**config.mk**
```make
export PLATFORM = sky130hd
export DESIGN_NAME = lcd_sync_module_flat
export DESIGN_NICKNAME = d
export VERILOG_FILES = /design/src/rtl/lcd_timing_pkg.sv /design/src/rtl/lcd_sync_module_if.sv /design/src/rtl/lcd_timing_counter.sv /design/src/rtl/lcd_sync_module.sv /design/src/flat_wrapper.sv
export SDC_FILE = /design/constraint.sdc
export NUM_CORES = 1
export LEC_CHECK = 0
export CORE_MARGIN = 5
export CORE_UTILIZATION = 58
export DETAILED_ROUTE_END_ITERATION = 8
export PLACE_DENSITY_LB_ADDON = 0.2
export SYNTH_ARGS = -nofsm -noshare
export SYNTH_HDL_FRONTEND = slang
export SYNTH_SLANG_ARGS = --single-unit
```
**constraint.sdc**
```tcl
create_clock -name clk -period 4 [get_ports clk]
set_input_delay 0.8 -clock clk [delete_from_list [all_inputs] [get_ports clk]]
set_output_delay 0.8 -clock clk [all_outputs]
set_load 0.02 [all_outputs]
```
**src/rtl/lcd_timing_pkg.sv**
```systemverilog
// Shared timing constants and helpers for the LCD raster generator.
package lcd_timing_pkg;
    localparam int ADDR_W    = 11;
    localparam int MAX_TOTAL = 1 << ADDR_W;

    localparam int DEF_H_SYNC   = 1;
    localparam int DEF_H_BACK   = 46;
    localparam int DEF_H_ACTIVE = 800;
    localparam int DEF_H_FRONT  = 210;
    localparam int DEF_V_SYNC   = 1;
    localparam int DEF_V_BACK   = 23;
    localparam int DEF_V_ACTIVE = 480;
    localparam int DEF_V_FRONT  = 22;

    typedef logic [ADDR_W-1:0] addr_t;

    function automatic int total4(input int sync_w, input int back, input int active,
                                  input int front);
        return sync_w + back + active + front;
    endfunction
endpackage

```
**src/rtl/lcd_sync_module_if.sv**
```systemverilog
// Timing outputs from the raster generator towards the panel and the pixel fetch logic.
interface lcd_sync_module_if;
    import lcd_timing_pkg::*;
    logic  hsync_sig;
    logic  vsync_sig;
    logic  ready_sig;
    addr_t column_addr_sig;
    addr_t row_addr_sig;
    logic  frame_start_sig;

    modport master (output hsync_sig, vsync_sig, ready_sig, column_addr_sig, row_addr_sig,
                    frame_start_sig);
    modport slave  (input  hsync_sig, vsync_sig, ready_sig, column_addr_sig, row_addr_sig,
                    frame_start_sig);
endinterface

```
**src/rtl/lcd_timing_counter.sv**
```systemverilog
// Wrapping counter 0..LIMIT-1 with enable; wrap is high on the enabled cycle that returns to 0.
module lcd_timing_counter
    import lcd_timing_pkg::*;
#(
    parameter int LIMIT = 16
) (
    input  logic  clk,
    input  logic  rst,
    input  logic  en,
    output addr_t cnt,
    output logic  wrap
);
    addr_t cnt_q, cnt_d;

    assign wrap = en && (cnt_q == addr_t'(LIMIT - 1));
    assign cnt  = cnt_q;

    always_comb begin
        cnt_d = cnt_q;
        if (en) cnt_d = wrap ? '0 : cnt_q + addr_t'(1);
    end

    always_ff @(posedge clk) begin
        if (rst) cnt_q <= '0;
        else     cnt_q <= cnt_d;
    end
endmodule

```
**src/rtl/lcd_sync_module.sv**
```systemverilog
// Raster timing generator: hsync/vsync, data-enable and pixel addresses for an RGB panel.
// Define LCD_ADDR_LEAD_EN to make the addresses lead ready_sig by one clock.
module lcd_sync_module
    import lcd_timing_pkg::*;
#(
    parameter int   H_SYNC   = DEF_H_SYNC,
    parameter int   H_BACK   = DEF_H_BACK,
    parameter int   H_ACTIVE = DEF_H_ACTIVE,
    parameter int   H_FRONT  = DEF_H_FRONT,
    parameter int   V_SYNC   = DEF_V_SYNC,
    parameter int   V_BACK   = DEF_V_BACK,
    parameter int   V_ACTIVE = DEF_V_ACTIVE,
    parameter int   V_FRONT  = DEF_V_FRONT,
    parameter logic SYNC_POL = 1'b0
) (
    input  logic                clk,
    input  logic                rst,
    lcd_sync_module_if.master   lcd
);
    localparam int H_TOTAL = total4(H_SYNC, H_BACK, H_ACTIVE, H_FRONT);
    localparam int V_TOTAL = total4(V_SYNC, V_BACK, V_ACTIVE, V_FRONT);

    localparam addr_t H_SYNC_E = addr_t'(H_SYNC);
    localparam addr_t H_ACT_S  = addr_t'(H_SYNC + H_BACK);
    localparam addr_t H_ACT_E  = addr_t'(H_SYNC + H_BACK + H_ACTIVE);
    localparam addr_t V_SYNC_E = addr_t'(V_SYNC);
    localparam addr_t V_ACT_S  = addr_t'(V_SYNC + V_BACK);
    localparam addr_t V_ACT_E  = addr_t'(V_SYNC + V_BACK + V_ACTIVE);

    generate
        if (H_TOTAL > MAX_TOTAL || V_TOTAL > MAX_TOTAL) begin : g_size_err
            $error("lcd_sync_module: H_TOTAL/V_TOTAL exceed 11-bit counter range");
        end
    endgenerate

    addr_t h_cnt, v_cnt;
    logic  h_wrap, v_wrap;

    lcd_timing_counter #(.LIMIT(H_TOTAL)) u_h_cnt (
        .clk(clk), .rst(rst), .en(1'b1), .cnt(h_cnt), .wrap(h_wrap));

    lcd_timing_counter #(.LIMIT(V_TOTAL)) u_v_cnt (
        .clk(clk), .rst(rst), .en(h_wrap), .cnt(v_cnt), .wrap(v_wrap));

    logic  h_act, v_act;
    addr_t h_src, v_src;
    logic  h_src_act, v_src_act;

    assign h_act = (h_cnt >= H_ACT_S) && (h_cnt < H_ACT_E);
    assign v_act = (v_cnt >= V_ACT_S) && (v_cnt < V_ACT_E);

`ifdef LCD_ADDR_LEAD_EN
    // Addresses come from the next raster position so the consumer's fetch lands on ready.
    assign h_src = h_wrap ? '0 : h_cnt + addr_t'(1);
    assign v_src = h_wrap ? (v_wrap ? '0 : v_cnt + addr_t'(1)) : v_cnt;
`else
    assign h_src = h_cnt;
    assign v_src = v_cnt;
`endif
    assign h_src_act = (h_src >= H_ACT_S) && (h_src < H_ACT_E);
    assign v_src_act = (v_src >= V_ACT_S) && (v_src < V_ACT_E);

    logic  hsync_q, hsync_d, vsync_q, vsync_d, ready_q, ready_d, frame_start_q, frame_start_d;
    addr_t col_q, col_d, row_q, row_d;

    always_comb begin
        hsync_d       = (h_cnt < H_SYNC_E) ? SYNC_POL : ~SYNC_POL;
        vsync_d       = (v_cnt < V_SYNC_E) ? SYNC_POL : ~SYNC_POL;
        ready_d       = h_act && v_act;
        frame_start_d = (h_cnt == H_ACT_S) && (v_cnt == V_ACT_S);
        col_d         = (h_src_act && v_src_act) ? h_src - H_ACT_S : '0;
        row_d         = v_src_act ? v_src - V_ACT_S : '0;
    end

    always_ff @(posedge clk) begin
        if (rst) begin
            hsync_q       <= ~SYNC_POL;
            vsync_q       <= ~SYNC_POL;
            ready_q       <= 1'b0;
            frame_start_q <= 1'b0;
            col_q         <= '0;
            row_q         <= '0;
        end else begin
            hsync_q       <= hsync_d;
            vsync_q       <= vsync_d;
            ready_q       <= ready_d;
            frame_start_q <= frame_start_d;
            col_q         <= col_d;
            row_q         <= row_d;
        end
    end

    assign lcd.hsync_sig       = hsync_q;
    assign lcd.vsync_sig       = vsync_q;
    assign lcd.ready_sig       = ready_q;
    assign lcd.frame_start_sig = frame_start_q;
    assign lcd.column_addr_sig = col_q;
    assign lcd.row_addr_sig    = row_q;
endmodule

```
**src/flat_wrapper.sv**
```systemverilog
// flat-port wrapper written by rule: the top's interface ports become plain ports
module lcd_sync_module_flat import lcd_timing_pkg::*;
#(
    parameter int   H_SYNC   = DEF_H_SYNC,
    parameter int   H_BACK   = DEF_H_BACK,
    parameter int   H_ACTIVE = DEF_H_ACTIVE,
    parameter int   H_FRONT  = DEF_H_FRONT,
    parameter int   V_SYNC   = DEF_V_SYNC,
    parameter int   V_BACK   = DEF_V_BACK,
    parameter int   V_ACTIVE = DEF_V_ACTIVE,
    parameter int   V_FRONT  = DEF_V_FRONT,
    parameter logic SYNC_POL = 1'b0
)
  (clk, rst, lcd_hsync_sig, lcd_vsync_sig, lcd_ready_sig, lcd_column_addr_sig, lcd_row_addr_sig, lcd_frame_start_sig);
  lcd_sync_module_if lcd_i ();
  input  logic clk;
  input  logic rst;
  output wire logic [$bits(lcd_i.hsync_sig)-1:0] lcd_hsync_sig;
  output wire logic [$bits(lcd_i.vsync_sig)-1:0] lcd_vsync_sig;
  output wire logic [$bits(lcd_i.ready_sig)-1:0] lcd_ready_sig;
  output wire logic [$bits(lcd_i.column_addr_sig)-1:0] lcd_column_addr_sig;
  output wire logic [$bits(lcd_i.row_addr_sig)-1:0] lcd_row_addr_sig;
  output wire logic [$bits(lcd_i.frame_start_sig)-1:0] lcd_frame_start_sig;
  assign lcd_hsync_sig = lcd_i.hsync_sig;
  assign lcd_vsync_sig = lcd_i.vsync_sig;
  assign lcd_ready_sig = lcd_i.ready_sig;
  assign lcd_column_addr_sig = lcd_i.column_addr_sig;
  assign lcd_row_addr_sig = lcd_i.row_addr_sig;
  assign lcd_frame_start_sig = lcd_i.frame_start_sig;
  lcd_sync_module #(.H_SYNC(H_SYNC), .H_BACK(H_BACK), .H_ACTIVE(H_ACTIVE), .H_FRONT(H_FRONT), .V_SYNC(V_SYNC), .V_BACK(V_BACK), .V_ACTIVE(V_ACTIVE), .V_FRONT(V_FRONT), .SYNC_POL(SYNC_POL)) u_core (.clk(clk), .rst(rst), .lcd(lcd_i));
endmodule
```
==> flow_summary.html, run 1 <==
<table>
<tr><th>Metric</th><th>Value</th></tr>
<tr><th colspan="2">Status</th></tr>
<tr><td>Result of the run</td><td>finished, final reports clean</td></tr>
<tr><th colspan="2">Logic synthesis</th></tr>
<tr><td>Top post-synthesis cells by count</td><td>sky130_fd_sc_hd__dfxtp_1, sky130_fd_sc_hd__nor2_1, sky130_fd_sc_hd__nor3_1, sky130_fd_sc_hd__xnor2_1, sky130_fd_sc_hd__a21oi_1</td></tr>
<tr><td>Total number of yosys warnings</td><td>0</td></tr>
<tr><td>Complex-gate fraction of the synthesized area</td><td>9.592%</td></tr>
<tr><td>Synthesized-area fraction occupied by and/or/nand/nor cells</td><td>24.88%</td></tr>
<tr><td>Top cells by area, synth</td><td>sky130_fd_sc_hd__dfxtp_1, sky130_fd_sc_hd__xnor2_1, sky130_fd_sc_hd__nor2_1, sky130_fd_sc_hd__ha_1, sky130_fd_sc_hd__nor3_1</td></tr>
<tr><td>Synthesized area per cell</td><td>9.035 um^2</td></tr>
<tr><td>Post-synthesis cell type count</td><td>41</td></tr>
<tr><td>Prevailing post-synth register cell</td><td>sky130_fd_sc_hd__dfxtp_1</td></tr>
<tr><td>EDFF count, synth</td><td>0</td></tr>
<tr><td>Async set-reset flop share out of synthesis</td><td>0%</td></tr>
<tr><td>Fraction of synthesized area in multiplexers</td><td>0.5396%</td></tr>
<tr><td>Synthesized netlist net count</td><td>240</td></tr>
<tr><td>Largest family of logic cells by synthesized area</td><td>simple AND/OR/NAND/NOR gates</td></tr>
<tr><td>Number of instances in the synthesized netlist</td><td>231</td></tr>
<tr><td>Synthesized-area fraction occupied by xor and xnor cells</td><td>under 10%</td></tr>
<tr><td>Most instantiated library cell after synthesis</td><td>sky130_fd_sc_hd__dfxtp_1</td></tr>
<tr><td>Register bit total from synthesis</td><td>48</td></tr>
<tr><td>Mapped cell area</td><td>2087 um^2</td></tr>
<tr><td>Proportion of synthesized chip area in sequential cells</td><td>46.04%</td></tr>
<tr><td>Dominant cell type by area after synthesis</td><td>sky130_fd_sc_hd__dfxtp_1</td></tr>
<tr><td>Adder-cell area share of the yosys netlist</td><td>4.197%</td></tr>
<tr><td>Area share of the largest cell type after synthesis</td><td>46.04%</td></tr>
<tr><th colspan="2">Cells and area</th></tr>
<tr><td>Net count reported at finish</td><td>~260</td></tr>
<tr><td>Area used by sequential logic in the layout</td><td>a little under 1000 um^2</td></tr>
<tr><td>Area of the multi-input gates</td><td>~1000 um^2</td></tr>
<tr><td>Fraction of layout cells with a size suffix above 1</td><td>under 10%</td></tr>
<tr><td>Final-layout fill cell count</td><td>around 280</td></tr>
<tr><td>Non-filler instance count after layout</td><td>297</td></tr>
<tr><td>Final Cell Area</td><td>between 2000 and 2500 um^2</td></tr>
<tr><td>Area growth from synthesis to layout</td><td>16.07%</td></tr>
<tr><td>Ant diodes</td><td>0</td></tr>
<tr><th colspan="2">Detailed routing</th></tr>
<tr><td>M1 WL</td><td>1.988 mm</td></tr>
<tr><td>Final ANT Viol Nets</td><td>0</td></tr>
<tr><td>Vias per cell</td><td>5.519</td></tr>
<tr><td>Total Routed Length</td><td>around 4.0 mm</td></tr>
<tr><td>DR WL/cell</td><td>13.47 um</td></tr>
<tr><td>Initial DRT Pass Iterations</td><td>5</td></tr>
<tr><td>Violation count after the first detailed-route iteration</td><td>approximately 140</td></tr>
<tr><td>DRC violations left</td><td>0</td></tr>
<tr><td>Met2 wire len</td><td>1.692 mm</td></tr>
<tr><td>Overall via count from detail_route</td><td>1639</td></tr>
<tr><td>Highest metal layer used by the detailed router</td><td>met4</td></tr>
<tr><td>Met3 wire len</td><td>just under 300 um</td></tr>
<tr><th colspan="2">Clock tree</th></tr>
<tr><td>Cts bufs inserted</td><td>5</td></tr>
<tr><td>Root buffer cell</td><td>sky130_fd_sc_hd__clkbuf_4</td></tr>
<tr><td>TritonCTS Sinks</td><td>48</td></tr>
<tr><td>Number of buffers added to fix hold violations after cts</td><td>0</td></tr>
<tr><td>Cells resized by post-CTS repair</td><td>0</td></tr>
<tr><td>Maximum clock path buffer count</td><td>2</td></tr>
<tr><td>Post-CTS clock slew at the launch and capture registers of the worst setup and hold paths</td><td>roughly 140 ps</td></tr>
<tr><td>Clock tree from TritonCTS</td><td>yes</td></tr>
<tr><td>Count of H-tree levels built during CTS</td><td>2</td></tr>
<tr><td>Insertion delay of the later-clocked pin in the worst-skew pair</td><td>between 300 and 400 ps</td></tr>
<tr><td>Number of post-CTS setup repair buffers</td><td>0</td></tr>
<tr><th colspan="2">Floorplanning</th></tr>
<tr><td>Height of the die</td><td>between 60 and 70 um</td></tr>
<tr><td>Number of cell rows</td><td>21</td></tr>
<tr><td>Number of primary I/O pins</td><td>28</td></tr>
<tr><td>Floorplan die width</td><td>69.99 um</td></tr>
<tr><td>Core Box Area</td><td>3416 um^2</td></tr>
<tr><td>Starting utilization of the core area</td><td>around three fifths</td></tr>
<tr><td>Full die area</td><td>4898 um^2</td></tr>
<tr><th colspan="2">Worst setup path</th></tr>
<tr><td>Critical path class</td><td>reg2reg</td></tr>
<tr><td>Longest individual stage delay on the worst path</td><td>630 ps</td></tr>
<tr><td>Flop-to-flop setup slack</td><td>roughly 1700 ps</td></tr>
<tr><td>Most numerous cell on the critical path</td><td>sky130_fd_sc_hd__or4_4</td></tr>
<tr><td>Startpoint Class</td><td>flop</td></tr>
<tr><td>Worst Path Arrival</td><td>about 2600 ps</td></tr>
<tr><td>Required time of the critical path</td><td>4310 ps</td></tr>
<tr><td>Crit-path cells</td><td>or4_4 &gt; or3_1 &gt; or4_4 &gt; a21oi_2</td></tr>
<tr><td>Critical Path End Type</td><td>flop</td></tr>
<tr><td>Crit path max fanout</td><td>9</td></tr>
<tr><td>Slowest cell on the critical path</td><td>sky130_fd_sc_hd__or4_4</td></tr>
<tr><th colspan="2">Placed design</th></tr>
<tr><td>Post-Place Cell Area</td><td>approximately 2300 um^2</td></tr>
<tr><td>GP Congestion</td><td>0.8489</td></tr>
<tr><td>Count of buffers from port buffering</td><td>27</td></tr>
<tr><td>Placed Cells</td><td>about 290</td></tr>
<tr><td>HPWL Detailed</td><td>2.903 mm</td></tr>
<tr><th colspan="2">Power and ir drop</th></tr>
<tr><td>Peak ir drop on the vdd network</td><td>0.2163 mV</td></tr>
<tr><td>Total power per unit cell area</td><td>332.2 nW/um^2</td></tr>
<tr><td>Lkg Pwr</td><td>0.0008415 uW</td></tr>
<tr><th colspan="2">GRT</th></tr>
<tr><td>Largest net degree at the start of global routing</td><td>23</td></tr>
<tr><td>Congestion Overflow GR</td><td>0</td></tr>
<tr><td>Via count of the first global-routing pass</td><td>1444</td></tr>
<tr><td>Antenna violations before repair</td><td>0</td></tr>
<tr><td>Wire length of the first global-routing pass</td><td>about 7 mm</td></tr>
<tr><td>Overall global routing resource usage</td><td>17.26%</td></tr>
<tr><th colspan="2">Timing</th></tr>
<tr><td>Number of hold violations in the final report</td><td>0</td></tr>
<tr><td>Worst clock skew on the final layout</td><td>10.82 ps</td></tr>
<tr><td>Setup Viol. Count Final</td><td>0</td></tr>
<tr><td>Unrepaired setup endpoints after global routing</td><td>no</td></tr>
<tr><td>Worst hold slack after final layout</td><td>545.8 ps</td></tr>
<tr><td>Minimum clock period after layout</td><td>approximately 2300 ps</td></tr>
<tr><td>Total count of max-transition violations in the final report</td><td>0</td></tr>
<tr><td>Actual transition at the worst max-transition pin</td><td>857.4 ps</td></tr>
<tr><td>Total negative slack</td><td>0 ps</td></tr>
<tr><td>Worst slew margin relative to its limit</td><td>42.84%</td></tr>
<tr><td>Maximum operating frequency</td><td>428.5 MHz</td></tr>
<tr><td>Share of the clock period used by the worst path after layout</td><td>between 50% and 60%</td></tr>
<tr><th colspan="2">Hold path</th></tr>
<tr><td>Hold Crit Class</td><td>reg2reg</td></tr>
<tr><th colspan="2">Flow run</th></tr>
<tr><td>Number of max-capacitance violations reported</td><td>0</td></tr>
</table>
==> routing by layer <==
metal	vias to the layer above	global-route usage, %
met4	0	6.596
met3	5	4.735
li1	841	-
met1	738	24.69
met5	-	0
met2	55	24.55
==> through the flow <==
step	total power [uW]	setup WS, ps	util [%]
after CTS	810.6	1678	70.92
after global placement	523.6	1732	68.46
after detailed placement	523.8	1675	68.46
after global routing	834.3	1553	70.92
after floorplan	513.5	1722	-
final	804.8	1666	70.92
==> path summary, 6_finish.rpt <==
path	from	to	depth (start not counted)
hold reg to reg	u_core.u_v_cnt.cnt[10]	u_core.u_v_cnt.cnt[10]	2
hold / removal	u_core.u_v_cnt.cnt[10]	u_core.u_v_cnt.cnt[10]	2
setup / recovery	u_core.u_h_cnt.cnt[8]	u_core.u_v_cnt.cnt[10]	4
setup reg to reg	u_core.u_h_cnt.cnt[8]	u_core.u_v_cnt.cnt[10]	4
==> power breakdown <==
| group | switching (uW) | leakage, uW | internal (uW) |
|---|---|---|---|
| logic | 14.0 | 0.000412 | 10.5 |
| registers | 6.12 | 0.000388 | 483 |
| clock network | 158 | 0.0000418 | 134 |
| total | 178 | 0.000842 | 627 |
==> flip-flops by register name, summed over array words and instances, names as in the netlist <==
signal                      flops
u_core.lcd.row_addr_sig        11
u_core.u_h_cnt.cnt             11
u_core.lcd.frame_start_sig      1
u_core.lcd.column_addr_sig     11
u_core.lcd.hsync_sig            1
u_core.lcd.vsync_sig            1
u_core.lcd.ready_sig            1
u_core.u_v_cnt.cnt             11
==> critical path, delay by kind of cell (launching register included) <==
kind               cells  cell delay [ps]
DFF                    1              420
AOI/OAI and AO/OA      1              130
and+or+nand+nor        3             1720
==> cells by family (layout without fill, tap and decap cells) <==
family,Yosys count,in the layout
XOR/XNOR,20,20
other,1,1
adder cells (fa/ha/maj),7,7
AND/OR/NAND/NOR,95,95
multiplexers,1,1
flip-flops,48,48
AO/OA/AOI/OAI,32,32
buffers and inverters,27,47
==> cell usage in the layout, fill, tap and decap left out, types with 2 or more instances in the layout <==
master / n
sky130_fd_sc_hd__inv_1: 10
sky130_fd_sc_hd__xor2_1: 5
sky130_fd_sc_hd__clkbuf_4: 5
sky130_fd_sc_hd__ha_1: 7
sky130_fd_sc_hd__nand4_1: 6
sky130_fd_sc_hd__xnor2_1: 15
sky130_fd_sc_hd__o22ai_1: 2
sky130_fd_sc_hd__a21oi_1: 13
sky130_fd_sc_hd__buf_4: 2
sky130_fd_sc_hd__dfxtp_1: 48
sky130_fd_sc_hd__nand2_1: 6
sky130_fd_sc_hd__or4_4: 2
sky130_fd_sc_hd__or3_1: 4
sky130_fd_sc_hd__nor2_1: 25
sky130_fd_sc_hd__nand4b_1: 2
sky130_fd_sc_hd__nor3_1: 15
sky130_fd_sc_hd__nand3b_1: 2
sky130_fd_sc_hd__o21ai_0: 4
sky130_fd_sc_hd__or4_1: 4
sky130_fd_sc_hd__clkdlybuf4s50_1: 27
sky130_fd_sc_hd__nor4_1: 8
sky130_fd_sc_hd__or2_2: 3
sky130_fd_sc_hd__o31ai_1: 4
sky130_fd_sc_hd__and4_1: 2
sky130_fd_sc_hd__and3_1: 2
sky130_fd_sc_hd__nand3_1: 10
==> layout make-up <==
cell class / instances / share of cell area, %
Clock inverter: 3 / 1.911
Timing Repair Buffer: 29 / 11.78
Clock buffer: 5 / 1.550
Sequential cell: 48 / 39.67
Multi-Input combinational cell: 156 / 41.17
Inverter: 10 / 1.550
Tap cell: 46 / 2.376
Power figures use the tool's default switching activity.
==> run 2, diff against run 1 <==
Settings changed: CORE_UTILIZATION 58 to 54.
Clock period 4 ns to 2.2 ns, I/O delays scaled along.
==> run 2 against run 1 <==
  * Sequential cell count unchanged
  * Clock skew down 0.75 ps
  * Largest cell class unchanged
  * Routed wire length rose by 14%
==> flow_summary.html, run 2 (synthesis gave the netlist of run 1 again) <==
<table>
<tr><th>Metric</th><th>Value</th></tr>
<tr><th colspan="2">Worst setup path</th></tr>
<tr><td>Critical Path End Type</td><td>flop</td></tr>
<tr><td>Critical path class</td><td>reg2reg</td></tr>
<tr><td>Endpoint of the worst setup timing path</td><td>u_core.u_v_cnt.cnt[10]</td></tr>
<tr><td>Flop-to-flop setup slack</td><td>140 ps (-1530 ps)</td></tr>
<tr><td>Worst R2R Start</td><td>u_core.u_h_cnt.cnt[7]</td></tr>
<tr><td>Required time of the critical path</td><td>2440 ps (-1870 ps)</td></tr>
<tr><td>Number of cells on the worst reg-to-reg path</td><td>4 (unchanged)</td></tr>
<tr><td>Crit path max fanout</td><td>9 (unchanged)</td></tr>
<tr><td>Startpoint Class</td><td>flop</td></tr>
<tr><td>End of the worst register-to-register path</td><td>u_core.u_v_cnt.cnt[10]</td></tr>
<tr><td>Worst Path Arrival</td><td>2300 ps (-340 ps)</td></tr>
<tr><td>Worst setup startpoint</td><td>u_core.u_h_cnt.cnt[7]</td></tr>
<tr><th colspan="2">Placed design</th></tr>
<tr><td>Count of buffers from port buffering</td><td>27 (unchanged)</td></tr>
<tr><td>Placed Cells</td><td>311 (+7.6%)</td></tr>
<tr><td>GP Congestion</td><td>0.8921 (+5.1%)</td></tr>
<tr><td>HPWL Detailed</td><td>3.347 mm (+15%)</td></tr>
<tr><th colspan="2">Floorplanning</th></tr>
<tr><td>Number of primary I/O pins</td><td>28 (unchanged)</td></tr>
<tr><td>Floorplan die width</td><td>72.17 um (+3.1%)</td></tr>
<tr><td>Number of cell rows</td><td>22 (+4.8%)</td></tr>
<tr><td>Full die area</td><td>5208 um^2 (+6.3%)</td></tr>
<tr><td>Height of the die</td><td>72.17 um (+3.1%)</td></tr>
<tr><td>Core Box Area</td><td>3716 um^2 (+8.8%)</td></tr>
<tr><td>Starting utilization of the core area</td><td>56.16% (-4.9 points)</td></tr>
<tr><th colspan="2">Detailed routing</th></tr>
<tr><td>Total Routed Length</td><td>4.574 mm (+14%)</td></tr>
<tr><td>Violation count after the first detailed-route iteration</td><td>150 (+6.4%)</td></tr>
<tr><td>Overall via count from detail_route</td><td>1788 (+9.1%)</td></tr>
<tr><td>Initial DRT Pass Iterations</td><td>4 (-1)</td></tr>
<tr><td>Final ANT Viol Nets</td><td>0 (unchanged)</td></tr>
<tr><td>DR WL/cell</td><td>14.34 um (+6.4%)</td></tr>
<tr><td>Vias per cell</td><td>5.605 (+1.6%)</td></tr>
<tr><td>DRC violations left</td><td>0 (unchanged)</td></tr>
<tr><th colspan="2">Timing</th></tr>
<tr><td>Total negative slack</td><td>0 ps (unchanged)</td></tr>
<tr><td>Total count of max-transition violations in the final report</td><td>0 (unchanged)</td></tr>
<tr><td>Share of the clock period used by the worst path after layout</td><td>93.84% (+35 points)</td></tr>
<tr><td>Worst clock skew on the final layout</td><td>10.08 ps (-0.7467 ps)</td></tr>
<tr><td>Unrepaired setup endpoints after global routing</td><td>no</td></tr>
<tr><td>Setup Viol. Count Final</td><td>0 (unchanged)</td></tr>
<tr><td>Number of hold violations in the final report</td><td>0 (unchanged)</td></tr>
<tr><td>Maximum operating frequency</td><td>484.4 MHz (+13%)</td></tr>
<tr><td>Minimum clock period after layout</td><td>2065 ps (-269.4 ps)</td></tr>
<tr><th colspan="2">Clock tree</th></tr>
<tr><td>Insertion delay of the later-clocked pin in the worst-skew pair</td><td>300 ps (-70 ps)</td></tr>
<tr><td>Clock tree from TritonCTS</td><td>yes</td></tr>
<tr><td>Maximum clock path buffer count</td><td>2 (unchanged)</td></tr>
<tr><td>Cells resized by post-CTS repair</td><td>0 (unchanged)</td></tr>
<tr><td>Count of H-tree levels built during CTS</td><td>2 (unchanged)</td></tr>
<tr><td>Number of post-CTS setup repair buffers</td><td>0 (unchanged)</td></tr>
<tr><td>Root buffer cell</td><td>sky130_fd_sc_hd__clkbuf_8</td></tr>
<tr><td>Cts bufs inserted</td><td>5 (unchanged)</td></tr>
<tr><td>Number of buffers added to fix hold violations after cts</td><td>0 (unchanged)</td></tr>
<tr><td>Post-CTS clock slew at the launch and capture registers of the worst setup and hold paths</td><td>90 ps (-50 ps)</td></tr>
<tr><td>TritonCTS Sinks</td><td>48 (unchanged)</td></tr>
<tr><th colspan="2">GRT</th></tr>
<tr><td>Met2 usage</td><td>27.50% (+2.9 points)</td></tr>
<tr><td>Via count of the first global-routing pass</td><td>1590 (+10%)</td></tr>
<tr><td>Antenna violations before repair</td><td>0 (unchanged)</td></tr>
<tr><td>Highest-utilization routing layer at the global route stage</td><td>met2</td></tr>
<tr><td>Overall global routing resource usage</td><td>18.55% (+1.3 points)</td></tr>
<tr><td>Global routing usage on met1</td><td>25.73% (+1.0 points)</td></tr>
<tr><td>Largest net degree at the start of global routing</td><td>23 (unchanged)</td></tr>
<tr><td>Congestion Overflow GR</td><td>0 (unchanged)</td></tr>
<tr><td>Routing usage on met3</td><td>5.125% (+0.39 points)</td></tr>
<tr><td>Wire length of the first global-routing pass</td><td>7.617 mm (+10%)</td></tr>
<tr><th colspan="2">Status</th></tr>
<tr><td>Result of the run</td><td>finished, final reports clean</td></tr>
<tr><th colspan="2">Power and ir drop</th></tr>
<tr><td>Peak ir drop on the vdd network</td><td>0.4704 mV (+120%)</td></tr>
<tr><td>Fraction of power consumed by sequential logic</td><td>54.8% (-6.0 points)</td></tr>
<tr><td>Relative contribution of combinational cells to total power</td><td>3.9% (+0.9 points)</td></tr>
<tr><td>Net Sw Power</td><td>330.2 uW (+86%)</td></tr>
<tr><td>Lkg Pwr</td><td>0.0009643 uW (+15%)</td></tr>
<tr><td>Switching share of power</td><td>20.57% (-1.5 points)</td></tr>
<tr><td>Total power per unit cell area</td><td>614.4 nW/um^2 (+85%)</td></tr>
<tr><td>Fraction of power consumed by the clock network</td><td>41.3% (+5.1 points)</td></tr>
<tr><td>Cell-internal power</td><td>1275 uW (+100%)</td></tr>
<tr><th colspan="2">Cells and area</th></tr>
<tr><td>Ant diodes</td><td>0 (unchanged)</td></tr>
<tr><td>Net count reported at finish</td><td>279 (+7.7%)</td></tr>
<tr><td>Most common cell after layout, fill and taps aside</td><td>sky130_fd_sc_hd__dfxtp_1</td></tr>
<tr><td>Non-filler instance count after layout</td><td>319 (+7.4%)</td></tr>
<tr><td>Fraction of layout cells with a size suffix above 1</td><td>14.76% (+6.8 points)</td></tr>
<tr><td>Area of the multi-input gates</td><td>997.2 um^2 (unchanged)</td></tr>
<tr><td>Area growth from synthesis to layout</td><td>25.18%</td></tr>
<tr><td>Final-layout fill cell count</td><td>300 (+6.4%)</td></tr>
<tr><td>Most used cells in the layout excluding fill and tap cells</td><td>sky130_fd_sc_hd__dfxtp_1, sky130_fd_sc_hd__clkdlybuf4s50_1, sky130_fd_sc_hd__nor2_1</td></tr>
<tr><td>Area used by sequential logic in the layout</td><td>960.9 um^2 (unchanged)</td></tr>
<tr><th colspan="2">Flow run</th></tr>
<tr><td>Number of max-capacitance violations reported</td><td>0 (unchanged)</td></tr>
<tr><th colspan="2">Hold path</th></tr>
<tr><td>Hold Crit Class</td><td>reg2reg</td></tr>
</table>
-- run 2: through the flow --
stage	hold WS (ps)	utilization [%]	area [um^2]	setup WS [ps]	total power [uW]
after global routing	552.4	70.30	2613	54.75	1662
after CTS	533.8	70.30	2613	137.6	1618
after floorplan	468.4	-	2091	-2.126	933.6
after detailed placement	518.3	67.04	2491	163.3	961.6
after global placement	503.4	67.04	2491	209.3	961.5
final	539.9	70.30	2613	135.5	1605
-- run 2: power groups by stage --
stage | logic (uW) | registers (uW) | clock network [uW]
floorplan | 27.5 | 906 | 0
global placement | 61.7 | 900 | 0
detailed placement | 61.3 | 900 | 0
CTS | 61.8 | 880 | 676
global route | 68.0 | 881 | 713
finish | 62.3 | 880 | 663
-- run 2: routing by layer --
layer / wire [um] / vias up
li1: - / 888
met1: 2144 / 824
met2: 1961 / 66
met3: 378 / 10
met4: 89 / 0
met5: 0 / -
-- run 2: layout make-up --
type                    instances  area share (%)
clock buffers                   6           3.161
clock inverters                 2           1.485
inverters                      10           1.437
multi-input cells             156           38.17
repair buffers                 49           16.67
well taps                      48           2.299
flip-flops and latches         48           36.78
-- run 2: worst min-delay path by stage --
stage,start,end,slack [ps],depth (start not counted)
3_3_place_gp,u_core.u_v_cnt.cnt[1],u_core.u_v_cnt.cnt[1],500,2
3_5_place_dp,u_core.u_v_cnt.cnt[1],u_core.u_v_cnt.cnt[1],520,2
5_1_grt,u_core.u_v_cnt.cnt[1],u_core.u_v_cnt.cnt[1],550,2
4_1_cts,u_core.u_v_cnt.cnt[1],u_core.u_v_cnt.cnt[1],530,2
2_1_floorplan,u_core.u_v_cnt.cnt[1],u_core.u_v_cnt.cnt[1],470,2
6_report,u_core.u_v_cnt.cnt[1],u_core.u_v_cnt.cnt[1],540,2
-- run 2: critical path, stage by stage (launching register included) --
cell                      delay [ps]
sky130_fd_sc_hd__dfxtp_1         320
sky130_fd_sc_hd__or4_4           530
sky130_fd_sc_hd__or3_1           500
sky130_fd_sc_hd__or4_4           520
sky130_fd_sc_hd__a21oi_2         130
==> run 3, diff against run 2 <==
Settings changed: SYNTH_HIERARCHICAL set to 1.
Clock period 2.2 ns to 1.98 ns, I/O delays scaled along.
==> run 3 against run 2 <==
  * Routed wire length rose by 1.7%
  * Power increased by 6.9%
  * Sequential share of layout area shrank 2.5 points
  * Sequential cell count stayed put
  * Global-route usage is 0.20 points lower
  * Via count grew 5.2%
  * First-iteration DRC count grew 6.7%
  * Combinational power up 32%
  * Hold slack lost 17 ps
==> flow_summary.html, run 3 <==
<table>
<tr><th>Metric</th><th>Value</th></tr>
<tr><th colspan="2">Detailed routing</th></tr>
<tr><td>Vias per cell</td><td>5.549 (-1.0%)</td></tr>
<tr><td>Total Routed Length</td><td>4.650 mm (+1.7%)</td></tr>
<tr><td>Violation count after the first detailed-route iteration</td><td>160 (+6.7%)</td></tr>
<tr><td>Final ANT Viol Nets</td><td>0 (unchanged)</td></tr>
<tr><td>Overall via count from detail_route</td><td>1881 (+5.2%)</td></tr>
<tr><td>DRC violations left</td><td>0 (unchanged)</td></tr>
<tr><td>DR WL/cell</td><td>13.72 um (-4.3%)</td></tr>
<tr><td>Initial DRT Pass Iterations</td><td>4 (unchanged)</td></tr>
<tr><th colspan="2">Hold path</th></tr>
<tr><td>Hold Crit Class</td><td>reg2reg</td></tr>
<tr><td>Worst Hold End</td><td>u_core/lcd.row_addr_sig[3]</td></tr>
<tr><td>Number of cells traversed by the worst hold path</td><td>1 (-1)</td></tr>
<tr><td>Startpoint of the most critical hold path</td><td>u_core/u_v_cnt/cnt[3]</td></tr>
<tr><th colspan="2">Cells and area</th></tr>
<tr><td>Ant diodes</td><td>0 (unchanged)</td></tr>
<tr><td>Most common cell after layout, fill and taps aside</td><td>sky130_fd_sc_hd__dfxtp_1</td></tr>
<tr><td>Area growth from synthesis to layout</td><td>29.15%</td></tr>
<tr><td>Fraction of layout cells with a size suffix above 1</td><td>20.07% (+5.3 points)</td></tr>
<tr><td>Net count reported at finish</td><td>299 (+7.2%)</td></tr>
<tr><td>Most used cells in the layout excluding fill and tap cells</td><td>sky130_fd_sc_hd__dfxtp_1, sky130_fd_sc_hd__nor2_1, sky130_fd_sc_hd__clkdlybuf4s50_1</td></tr>
<tr><td>Core utilization of the finished layout</td><td>71.05% (+0.74 points)</td></tr>
<tr><th colspan="2">Worst setup path</th></tr>
<tr><td>Critical path class</td><td>reg2reg</td></tr>
<tr><td>Critical Path End Type</td><td>flop</td></tr>
<tr><td>Number of cells on the worst reg-to-reg path</td><td>6 (+2)</td></tr>
<tr><td>Crit path max fanout</td><td>9 (unchanged)</td></tr>
<tr><td>Worst R2R Start</td><td>u_core/u_h_cnt/cnt[8]</td></tr>
<tr><td>Worst Path Arrival</td><td>2130 ps (-170 ps)</td></tr>
<tr><td>Startpoint Class</td><td>flop</td></tr>
<tr><td>End of the worst register-to-register path</td><td>u_core/u_v_cnt/cnt[8]</td></tr>
<tr><td>Required time of the critical path</td><td>2180 ps (-260 ps)</td></tr>
<tr><td>Flop-to-flop setup slack</td><td>40 ps (-90 ps)</td></tr>
<tr><th colspan="2">Power and ir drop</th></tr>
<tr><td>Lkg Pwr</td><td>0.001075 uW (+11%)</td></tr>
<tr><td>Total power consumption of the routed design</td><td>1716 uW (+6.9%)</td></tr>
<tr><td>Peak ir drop on the vdd network</td><td>0.4506 mV (-4.2%)</td></tr>
<tr><td>Total power per unit cell area</td><td>608.0 nW/um^2 (-1.0%)</td></tr>
<tr><th colspan="2">Timing</th></tr>
<tr><td>Setup Viol. Count Final</td><td>0 (unchanged)</td></tr>
<tr><td>Number of hold violations in the final report</td><td>0 (unchanged)</td></tr>
<tr><td>Maximum operating frequency</td><td>516.6 MHz (+6.6%)</td></tr>
<tr><td>Share of the clock period used by the worst path after layout</td><td>97.77% (+3.9 points)</td></tr>
<tr><td>Minimum clock period after layout</td><td>1936 ps (-128.7 ps)</td></tr>
<tr><td>Total count of max-transition violations in the final report</td><td>0 (unchanged)</td></tr>
<tr><td>Worst clock skew on the final layout</td><td>4.421 ps (-5.655 ps)</td></tr>
<tr><td>Unrepaired setup endpoints after global routing</td><td>yes</td></tr>
<tr><td>Total negative slack</td><td>0 ps (unchanged)</td></tr>
<tr><td>Worst hold slack after final layout</td><td>522.7 ps (-17.24 ps)</td></tr>
<tr><th colspan="2">Floorplanning</th></tr>
<tr><td>Starting utilization of the core area</td><td>55.01% (-1.2 points)</td></tr>
<tr><td>Full die area</td><td>5418 um^2 (+4.0%)</td></tr>
<tr><td>Height of the die</td><td>73.61 um (+2.0%)</td></tr>
<tr><td>Number of primary I/O pins</td><td>28 (unchanged)</td></tr>
<tr><td>Number of cell rows</td><td>23 (+4.5%)</td></tr>
<tr><td>Floorplan die width</td><td>73.61 um (+2.0%)</td></tr>
<tr><td>Core Box Area</td><td>3971 um^2 (+6.9%)</td></tr>
<tr><th colspan="2">Clock tree</th></tr>
<tr><td>Clock tree from TritonCTS</td><td>yes</td></tr>
<tr><td>TritonCTS Sinks</td><td>48 (unchanged)</td></tr>
<tr><td>Count of H-tree levels built during CTS</td><td>2 (unchanged)</td></tr>
<tr><td>Insertion delay of the later-clocked pin in the worst-skew pair</td><td>300 ps (about the same)</td></tr>
<tr><td>Cts bufs inserted</td><td>5 (unchanged)</td></tr>
<tr><td>Number of buffers added to fix hold violations after cts</td><td>0 (unchanged)</td></tr>
<tr><td>Root buffer cell</td><td>sky130_fd_sc_hd__clkbuf_8</td></tr>
<tr><td>Maximum clock path buffer count</td><td>2 (unchanged)</td></tr>
<tr><td>Post-CTS clock slew at the launch and capture registers of the worst setup and hold paths</td><td>80 ps (about the same)</td></tr>
<tr><th colspan="2">Placed design</th></tr>
<tr><td>GP Congestion</td><td>0.8638 (-3.2%)</td></tr>
<tr><td>Count of buffers from port buffering</td><td>27 (unchanged)</td></tr>
<tr><td>HPWL Detailed</td><td>3.209 mm (-4.1%)</td></tr>
<tr><th colspan="2">Logic synthesis</th></tr>
<tr><td>Mapped cell area</td><td>2185 um^2 (+4.7%)</td></tr>
<tr><td>Number of instances in the synthesized netlist</td><td>238 (+3.0%)</td></tr>
<tr><td>Total number of yosys warnings</td><td>6 (+6)</td></tr>
<tr><td>Synthesized area per cell</td><td>9.179 um^2 (+1.6%)</td></tr>
<tr><th colspan="2">Status</th></tr>
<tr><td>Result of the run</td><td>finished, final reports clean</td></tr>
<tr><th colspan="2">GRT</th></tr>
<tr><td>Via count of the first global-routing pass</td><td>1744 (+9.7%)</td></tr>
<tr><td>Wire length of the first global-routing pass</td><td>7.748 mm (+1.7%)</td></tr>
<tr><td>Largest net degree at the start of global routing</td><td>16 (-30%)</td></tr>
<tr><td>Congestion Overflow GR</td><td>0 (unchanged)</td></tr>
<tr><td>Antenna violations before repair</td><td>0 (unchanged)</td></tr>
<tr><td>Overall global routing resource usage</td><td>18.35% (-0.20 points)</td></tr>
<tr><th colspan="2">Flow run</th></tr>
<tr><td>Number of max-capacitance violations reported</td><td>0 (unchanged)</td></tr>
</table>
-- run 3: critical path, stage by stage, from the launching register on --
cell	delay, ps
sky130_fd_sc_hd__dfxtp_2	330
sky130_fd_sc_hd__or3_4	400
sky130_fd_sc_hd__nor3_4	250
sky130_fd_sc_hd__nand3_1	120
sky130_fd_sc_hd__or4_4	530
sky130_fd_sc_hd__nand2b_4	140
sky130_fd_sc_hd__nor2_1	60
-- run 3: layout make-up --
class | instances | area [um^2]
clock buffers | 5 | 68.82
clock inverters | 1 | 30.03
fillers | 313 | 1150
inverters | 12 | 46.29
multi-input cells | 172 | 1192
flip-flops and latches | 48 | 967.2
well taps | 50 | 62.56
repair buffers | 51 | 454.2
-- run 3: routing by layer --
layer	GRT usage, %	share of wire (%)
met1	23.84	44
met2	28.74	46
met3	3.967	8.0
met4	8.853	2.0
met5	0	0
-- run 3: stage by stage --
stage / setup slack [ps] / instance area (um^2) / cells
floorplan: 43.39 / 2220 / 239
global placement: 140.6 / 2659 / 329
detailed placement: 114.4 / 2659 / 329
CTS: 85.39 / 2758 / 335
global route: -36.17 / 2821 / 339
finish: 44.19 / 2821 / 339
-- run 3: worst max path at each step --
stage,from,endpoint,slack [ps]
3_5_place_dp,u_core/u_h_cnt/cnt[9],u_core/u_v_cnt/cnt[6],110
5_1_grt,u_core/u_h_cnt/cnt[8],u_core/u_v_cnt/cnt[10],-40
2_1_floorplan,u_core/u_h_cnt/cnt[9],u_core/u_v_cnt/cnt[4],40
3_3_place_gp,u_core/u_h_cnt/cnt[9],u_core/u_v_cnt/cnt[3],140
6_report,u_core/u_h_cnt/cnt[8],u_core/u_v_cnt/cnt[8],40
4_1_cts,u_core/u_h_cnt/cnt[9],u_core/u_v_cnt/cnt[10],90
-- run 3: power by group --
group | leakage (uW) | switching (uW) | internal [uW]
sequential | 0.000390 | 3.31 | 973
clock | 0.0000501 | 295 | 362
combinational | 0.000634 | 49.3 | 33.0
total | 0.00107 | 348 | 1370
-- run 3: timing repair --
| item | in CTS | in global routing |
|---|---|---|
| resized for setup | 0 | 9 |
| buffers inserted | 0 | 4 |
| setup endpoints to repair | 0 | 9 |
